<file path="src/rtl/ysyx_22041207_div_if.sv">
// +-----------------------------------------------------------------------------+
// | Module   : ysyx_22041207_div_if                                             |
// | Brief    : Request/response bundle between the ALU and the iterative divider |
// | Revision : 1.0                                                               |
// +-----------------------------------------------------------------------------+
`default_nettype none

interface ysyx_22041207_div_if #(
  parameter int XLEN = 64
);
  logic            div_valid;
  logic            flush;
  logic            div_signed;
  logic            divw;
  logic [XLEN-1:0] dividend;
  logic [XLEN-1:0] divisor;
  logic            div_ready;
  logic            out_valid;
  logic [XLEN-1:0] quotient;
  logic [XLEN-1:0] remainder;

  modport master (
    output div_valid, flush, div_signed, divw, dividend, divisor,
    input  div_ready, out_valid, quotient, remainder
  );

  modport slave (
    input  div_valid, flush, div_signed, divw, dividend, divisor,
    output div_ready, out_valid, quotient, remainder
  );
endinterface

`default_nettype wire

</file>
<file path="src/rtl/ysyx_22041207_div.sv">
// +-----------------------------------------------------------------------------+
// | Module   : ysyx_22041207_div                                                |
// | Brief    : Radix-2 restoring divider, signed/unsigned, 64-bit and word mode. |
// |            Optional YSYX_22041207_DIV_EARLY_OUT_EN skips iterations when the |
// |            result is trivial.                                                |
// | Revision : 1.0                                                               |
// +-----------------------------------------------------------------------------+
`default_nettype none

module ysyx_22041207_div #(
  parameter int XLEN = 64
) (
  input  logic                 clk,
  input  logic                 rst,
  ysyx_22041207_div_if.slave   bus
);

  localparam int CNT_W = $clog2(XLEN) + 1;

  typedef enum logic [1:0] {
    S_IDLE = 2'd0,
    S_BUSY = 2'd1,
    S_DONE = 2'd2
  } state_e;

  state_e            state_q, state_d;
  logic [CNT_W-1:0]  cnt_q, cnt_d;
  logic [XLEN-1:0]   rem_q, rem_d;
  logic [XLEN-1:0]   dvd_q, dvd_d;
  logic [XLEN-1:0]   dsr_q, dsr_d;
  logic              q_neg_q, q_neg_d;
  logic              r_neg_q, r_neg_d;
  logic              divw_q, divw_d;
  logic [XLEN-1:0]   quotient_q, quotient_d;
  logic [XLEN-1:0]   remainder_q, remainder_d;
  logic              out_valid_q, out_valid_d;

  logic              div_ready;
  logic              accept;
  logic [XLEN-1:0]   ext_a, ext_b, abs_a, abs_b, dvd_init;
  logic              sign_a, sign_b;
  logic              take_early;
  logic [XLEN:0]     shifted;
  logic              step_ge;
  logic [XLEN:0]     step_diff;
  logic              last_iter;
  logic [XLEN-1:0]   q_raw, q_fix, r_fix, q_out, r_out;

  // Ready stays low through the result pulse so a new op can't overlap it.
  assign div_ready = (state_q == S_IDLE) && !out_valid_q;
  assign accept    = bus.div_valid && div_ready && !bus.flush;

  // Word operands are widened first so one abs/sign path serves both modes.
  always_comb begin
    ext_a = bus.dividend;
    ext_b = bus.divisor;
    if (bus.divw) begin
      ext_a = {{(XLEN-32){bus.div_signed & bus.dividend[31]}}, bus.dividend[31:0]};
      ext_b = {{(XLEN-32){bus.div_signed & bus.divisor[31]}},  bus.divisor[31:0]};
    end
  end

  assign sign_a   = bus.div_signed & ext_a[XLEN-1];
  assign sign_b   = bus.div_signed & ext_b[XLEN-1];
  assign abs_a    = sign_a ? -ext_a : ext_a;
  assign abs_b    = sign_b ? -ext_b : ext_b;
  // Word dividend sits at the top so 32 shifts drain it and leave the quotient in [31:0].
  assign dvd_init = bus.divw ? (abs_a << (XLEN-32)) : abs_a;

`ifdef YSYX_22041207_DIV_EARLY_OUT_EN
  assign take_early = (abs_b == '0) || (abs_b > abs_a);
`else
  assign take_early = 1'b0;
`endif

  assign shifted   = {rem_q, dvd_q[XLEN-1]};
  assign step_diff = shifted - {1'b0, dsr_q};
  assign step_ge   = (shifted >= {1'b0, dsr_q});
  assign last_iter = (cnt_q == (divw_q ? CNT_W'(31) : CNT_W'(XLEN-1)));

  always_comb begin
    q_raw = divw_q ? {{(XLEN-32){1'b0}}, dvd_q[31:0]} : dvd_q;
    q_fix = (q_neg_q && (dsr_q != '0)) ? -q_raw : q_raw;
    r_fix = r_neg_q ? -rem_q : rem_q;
    q_out = divw_q ? {{(XLEN-32){q_fix[31]}}, q_fix[31:0]} : q_fix;
    r_out = divw_q ? {{(XLEN-32){r_fix[31]}}, r_fix[31:0]} : r_fix;
  end

  always_comb begin
    state_d     = state_q;
    cnt_d       = cnt_q;
    rem_d       = rem_q;
    dvd_d       = dvd_q;
    dsr_d       = dsr_q;
    q_neg_d     = q_neg_q;
    r_neg_d     = r_neg_q;
    divw_d      = divw_q;
    quotient_d  = quotient_q;
    remainder_d = remainder_q;
    out_valid_d = 1'b0;

    case (state_q)
      S_IDLE: begin
        if (accept) begin
          cnt_d   = '0;
          dsr_d   = abs_b;
          q_neg_d = sign_a ^ sign_b;
          r_neg_d = sign_a;
          divw_d  = bus.divw;
          if (take_early) begin
            rem_d   = abs_a;
            dvd_d   = (abs_b == '0) ? '1 : '0;
            state_d = S_DONE;
          end else begin
            rem_d   = '0;
            dvd_d   = dvd_init;
            state_d = S_BUSY;
          end
        end
      end
      S_BUSY: begin
        rem_d = step_ge ? step_diff[XLEN-1:0] : shifted[XLEN-1:0];
        dvd_d = {dvd_q[XLEN-2:0], step_ge};
        cnt_d = cnt_q + CNT_W'(1);
        if (last_iter) begin
          state_d = S_DONE;
        end
      end
      S_DONE: begin
        quotient_d  = q_out;
        remainder_d = r_out;
        out_valid_d = 1'b1;
        state_d     = S_IDLE;
      end
      default: state_d = S_IDLE;
    endcase

    if (bus.flush) begin
      state_d     = S_IDLE;
      out_valid_d = 1'b0;
      quotient_d  = quotient_q;
      remainder_d = remainder_q;
    end
  end

  always_ff @(posedge clk or negedge rst) begin
    if (!rst) begin
      state_q     <= S_IDLE;
      cnt_q       <= '0;
      rem_q       <= '0;
      dvd_q       <= '0;
      dsr_q       <= '0;
      q_neg_q     <= 1'b0;
      r_neg_q     <= 1'b0;
      divw_q      <= 1'b0;
      quotient_q  <= '0;
      remainder_q <= '0;
      out_valid_q <= 1'b0;
    end else begin
      state_q     <= state_d;
      cnt_q       <= cnt_d;
      rem_q       <= rem_d;
      dvd_q       <= dvd_d;
      dsr_q       <= dsr_d;
      q_neg_q     <= q_neg_d;
      r_neg_q     <= r_neg_d;
      divw_q      <= divw_d;
      quotient_q  <= quotient_d;
      remainder_q <= remainder_d;
      out_valid_q <= out_valid_d;
    end
  end

  assign bus.div_ready = div_ready;
  assign bus.out_valid = out_valid_q;
  assign bus.quotient  = quotient_q;
  assign bus.remainder = remainder_q;

endmodule

`default_nettype wire

</file>
<file path="src/flat_wrapper.sv">
// flat-port wrapper written by rule: the top's interface ports become plain ports
module ysyx_22041207_div_flat 
#(
  parameter int XLEN = 64
)
  (clk, rst, bus_div_valid, bus_flush, bus_div_signed, bus_divw, bus_dividend, bus_divisor, bus_div_ready, bus_out_valid, bus_quotient, bus_remainder);
  ysyx_22041207_div_if #(.XLEN(XLEN)) bus_i ();
  input  logic clk;
  input  logic rst;
  input wire logic [$bits(bus_i.div_valid)-1:0] bus_div_valid;
  input wire logic [$bits(bus_i.flush)-1:0] bus_flush;
  input wire logic [$bits(bus_i.div_signed)-1:0] bus_div_signed;
  input wire logic [$bits(bus_i.divw)-1:0] bus_divw;
  input wire logic [$bits(bus_i.dividend)-1:0] bus_dividend;
  input wire logic [$bits(bus_i.divisor)-1:0] bus_divisor;
  output wire logic [$bits(bus_i.div_ready)-1:0] bus_div_ready;
  output wire logic [$bits(bus_i.out_valid)-1:0] bus_out_valid;
  output wire logic [$bits(bus_i.quotient)-1:0] bus_quotient;
  output wire logic [$bits(bus_i.remainder)-1:0] bus_remainder;
  assign bus_i.div_valid = bus_div_valid;
  assign bus_i.flush = bus_flush;
  assign bus_i.div_signed = bus_div_signed;
  assign bus_i.divw = bus_divw;
  assign bus_i.dividend = bus_dividend;
  assign bus_i.divisor = bus_divisor;
  assign bus_div_ready = bus_i.div_ready;
  assign bus_out_valid = bus_i.out_valid;
  assign bus_quotient = bus_i.quotient;
  assign bus_remainder = bus_i.remainder;
  ysyx_22041207_div #(.XLEN(XLEN)) u_core (.clk(clk), .rst(rst), .bus(bus_i));
endmodule
</file>
<file path="config.mk">
export PLATFORM = sky130hd
export DESIGN_NAME = ysyx_22041207_div_flat
export DESIGN_NICKNAME = d
export VERILOG_FILES = /design/src/rtl/ysyx_22041207_div_if.sv /design/src/rtl/ysyx_22041207_div.sv /design/src/flat_wrapper.sv
export SDC_FILE = /design/constraint.sdc
export NUM_CORES = 1
export LEC_CHECK = 0
export BUFFER_PORTS_ARGS = -buffer_cell sky130_fd_sc_hd__buf_2
export CAP_MARGIN = 10
export CORE_MARGIN = 5
export CORE_UTILIZATION = 37
export CTS_CLUSTER_SIZE = 10
export DETAILED_ROUTE_END_ITERATION = 8
export PLACE_DENSITY = 0.65
export SLEW_MARGIN = 10
export SYNTH_ARGS = -nofsm -noshare
export SYNTH_HDL_FRONTEND = slang
export SYNTH_SLANG_ARGS = --single-unit
export TNS_END_PERCENT = 100
</file>
<file path="constraint.sdc">
create_clock -name clk -period 4.1 [get_ports clk]
set_input_delay 0.205 -clock clk [delete_from_list [all_inputs] [get_ports clk]]
set_output_delay 0.205 -clock clk [all_outputs]
set_load 0.03 [all_outputs]
</file>
==> reports/results.txt <==
# IOs - 264
Max-slew headroom - 23.7%
Pre-CTS setup slack - 0.235 ns
Largest net degree at the start of global routing - 193
Initial drt markers - 2211
Via count of the first global-routing pass - 20600
Std-Cell Rows - 92
Dominant cell type by area after synthesis - dfrtp_1
Final cycle utilization of the critical path - 93.8%
Count of cell types in the netlist - 79
Worst ir drop on vdd - 0.352 mV
CTS clock-pin slew for the worst setup and hold paths - 0.06 ns
P&R area growth vs syn - 15.0%
Clock skew - 0.0279 ns
Final TNS setup - 0 ns
Die W - 262 µm
Yosys Warn Count - 0
Initial antenna violation count - 15
Crit path cell chain - ha_1 -> nand4_1 -> or2_1 -> o22ai_1 -> nor3_1 -> a21oi_1 -> buf_4 -> o2111ai_1 -> a2111oi_0 -> or3_4 -> buf_12 -> mux2i_1 -> o21ai_0
CTS tree - done
Crit start category - flop
Worst setup path class - reg2reg
Post-layout power - 0.0173 W
Tightest Hold Check Type - in2reg
GPL Wtd Cong - 0.973
Grt ovf - 0
Post-synth EDFFs - 0
Number of port buffers - 263
Global-route wire length before repair - 122 mm
DIE HEIGHT - 262 µm
Core area - 63000 µm²
CTS root buf - clkbuf_16
Hold WS - 0.0125 ns
Clock latency on the worst-skew pair - 0.56 ns
Total GRT Usage - 22.2%
DP HPWL - 62.4 mm
Final #Nets - 3371
Post-synth top area share - 35.4%
Leakage power - 12.2 nW
RSZ-0062 raised after global routing - no
Commonest non-fill, non-tap cells in the layout - o21ai_0 (397), nand2_1 (396), dfrtp_1 (331)
Commonest non-fill, non-tap cell in the layout - o21ai_0
Share of layout cells above drive strength 1 - 13.1%
Setup ws final - 0.254 ns
Most used DFF post-synth - dfrtp_1
Final Hold Vio Count - 0
Post-synthesis cell count - 2974
CTS Buffer Depth - 3
Worst path arrival time - 4.24 ns
Starting density of the core - 37.3%
Avg Cell Area, Syn - 7.91 µm²
Synth async-reset ratio - 100%
Final setup fails - 0
Pwr dens - 641 nW/µm²
Crit path max-delay family - compound AO/OA/AOI/OAI gates
H-tree depth - 2
Residual DRC count - 0
Worst-margin pin slew - 1.14 ns
Sequential share of the synthesized area - 35.4%
Vias - 22400
Max Cap Viol - 0
DR WL/cell - 19.8 µm
Crit-path slowest cell - dfrtp_1
Syn Std Cell Area - 23500 µm²
Net Count, Synth - 3178
Worst path required time - 4.49 ns
Max stage delay on crit path - 0.51 ns
Buf/Inv on CP - 2
Drt first pass iters - 5
Antenna Nets Post-Route - 0
Worst-path maximum fanout - 43
Clock tree sinks - 333
Yosys reg bits - 333
Status - complete, no violations
Post-layout minimum cycle time - 3.85 ns
Area contributors post-synth - dfrtp_1 (35%), o21ai_0 (8.4%), nand2_1 (6.3%)
Routed vias/inst - 5.56
CTS buffer count - 39
Fin. max-slew vios - 0
Worst setup EP type - flop
Die ar. - 68700 µm²
WL final - 79.7 mm
Highest clock rate - 0.260 GHz
## what timing repair did
item / in CTS / in global routing
buffers inserted: 0 / 0
endpoints found under the hold margin: 73 / 0
gates resized for setup: 0 / 1
hold buffers: 8 / 0
setup endpoints to repair: 0 / 14
## routing by layer
layer / share of wire (%) / vias up / track usage (%) / routed length, µm
met3: 8.9 / 101 / 4.82 / 7070
met4: 1.9 / 8 / 4.75 / 1550
met5: 0.083 / - / 0 / 66
met1: 49 / 10500 / 35.3 / 39200
met2: 40 / 852 / 30.7 / 31800
li1: - / 10900 / - / -
## sequential cells by signal, indices dropped and copies added (netlist names)
name,count
u_core.cnt_q,7
u_core.bus.quotient,64
u_core.dsr_q,64
u_core.bus.remainder,64
u_core.rem_q,64
u_core.r_neg_q,1
u_core.q_neg_q,1
u_core.divw_q,1
u_core.state_q,2
u_core.dvd_q,64
u_core.bus.out_valid,1
## final timing paths
check	start	to	slack, ns	cells past startpoint
worst max-delay path	u_core.rem_q[15]	u_core.rem_q[11]	0.25	13
worst min-delay path	bus_divisor[18]	u_core.dsr_q[18]	0.01	3
worst max register to register	u_core.rem_q[15]	u_core.rem_q[11]	0.25	13
worst min register to register	u_core.bus.quotient[34]	u_core.bus.quotient[34]	0.47	2
max in group asynchronous	rst	u_core.dvd_q[7]	2.74	3
min in group asynchronous	rst	u_core.rem_q[12]	0.25	2
## synthesized netlist by cell type, types with 35 or more instances
cell type,number
o21ai_0,397
nand2_1,396
dfrtp_1,333
nor2_1,248
a21oi_1,232
clkbuf_1,169
xnor2_1,152
xor2_1,147
inv_1,108
ha_1,69
nor3_1,69
a22oi_1,53
nor4_1,53
nand3_1,42
a21o_1,40
mux2i_1,35
## cells by family after synthesis
| kind of cell | Yosys count | share of synthesized area (%) |
|---|---|---|
| AOI/OAI and AO/OA | 966 | 24.3 |
| xor gates and xnor gates | 299 | 11.1 |
| adders and majority gates | 70 | 3.76 |
| buffers and inverters | 295 | 4.76 |
| DFF | 333 | 35.4 |
| muxes | 38 | 1.63 |
| and+or+nand+nor | 973 | 18.9 |
## per-stage QoR
stage	instances	util [%]	instance area (µm²)
finish	4032	42.9	27000
global route	4028	42.9	27000
CTS	4020	42.9	27000
detailed placement	3964	41.0	25800
global placement	3964	41.0	25800
floorplan	2974	-	23500
## report_power, final
group | switching, W | internal (W)
sequential | 0.00120 | 0.00395
combinational | 0.00537 | 0.00364
clock | 0.00134 | 0.00183
## final cells by class
type	instances	area [µm²]
diodes	12	30.0
clock buffers	47	1080
clock inverters	1	20.0
fillers	6371	35900
inverters	108	405
multi-input cells	2346	14100
flip-flops and latches	333	8340
well taps	846	1060
repair buffers	339	2000
## worst register-to-register path, cell delays in order (launching register included)
cell	delay, ns
dfrtp_1	0.51
ha_1	0.51
nand4_1	0.20
or2_1	0.25
o22ai_1	0.19
nor3_1	0.09
a21oi_1	0.17
buf_4	0.17
o2111ai_1	0.15
a2111oi_0	0.47
or3_4	0.36
buf_12	0.27
mux2i_1	0.26
o21ai_0	0.12
(Power assumes the default switching activity.)
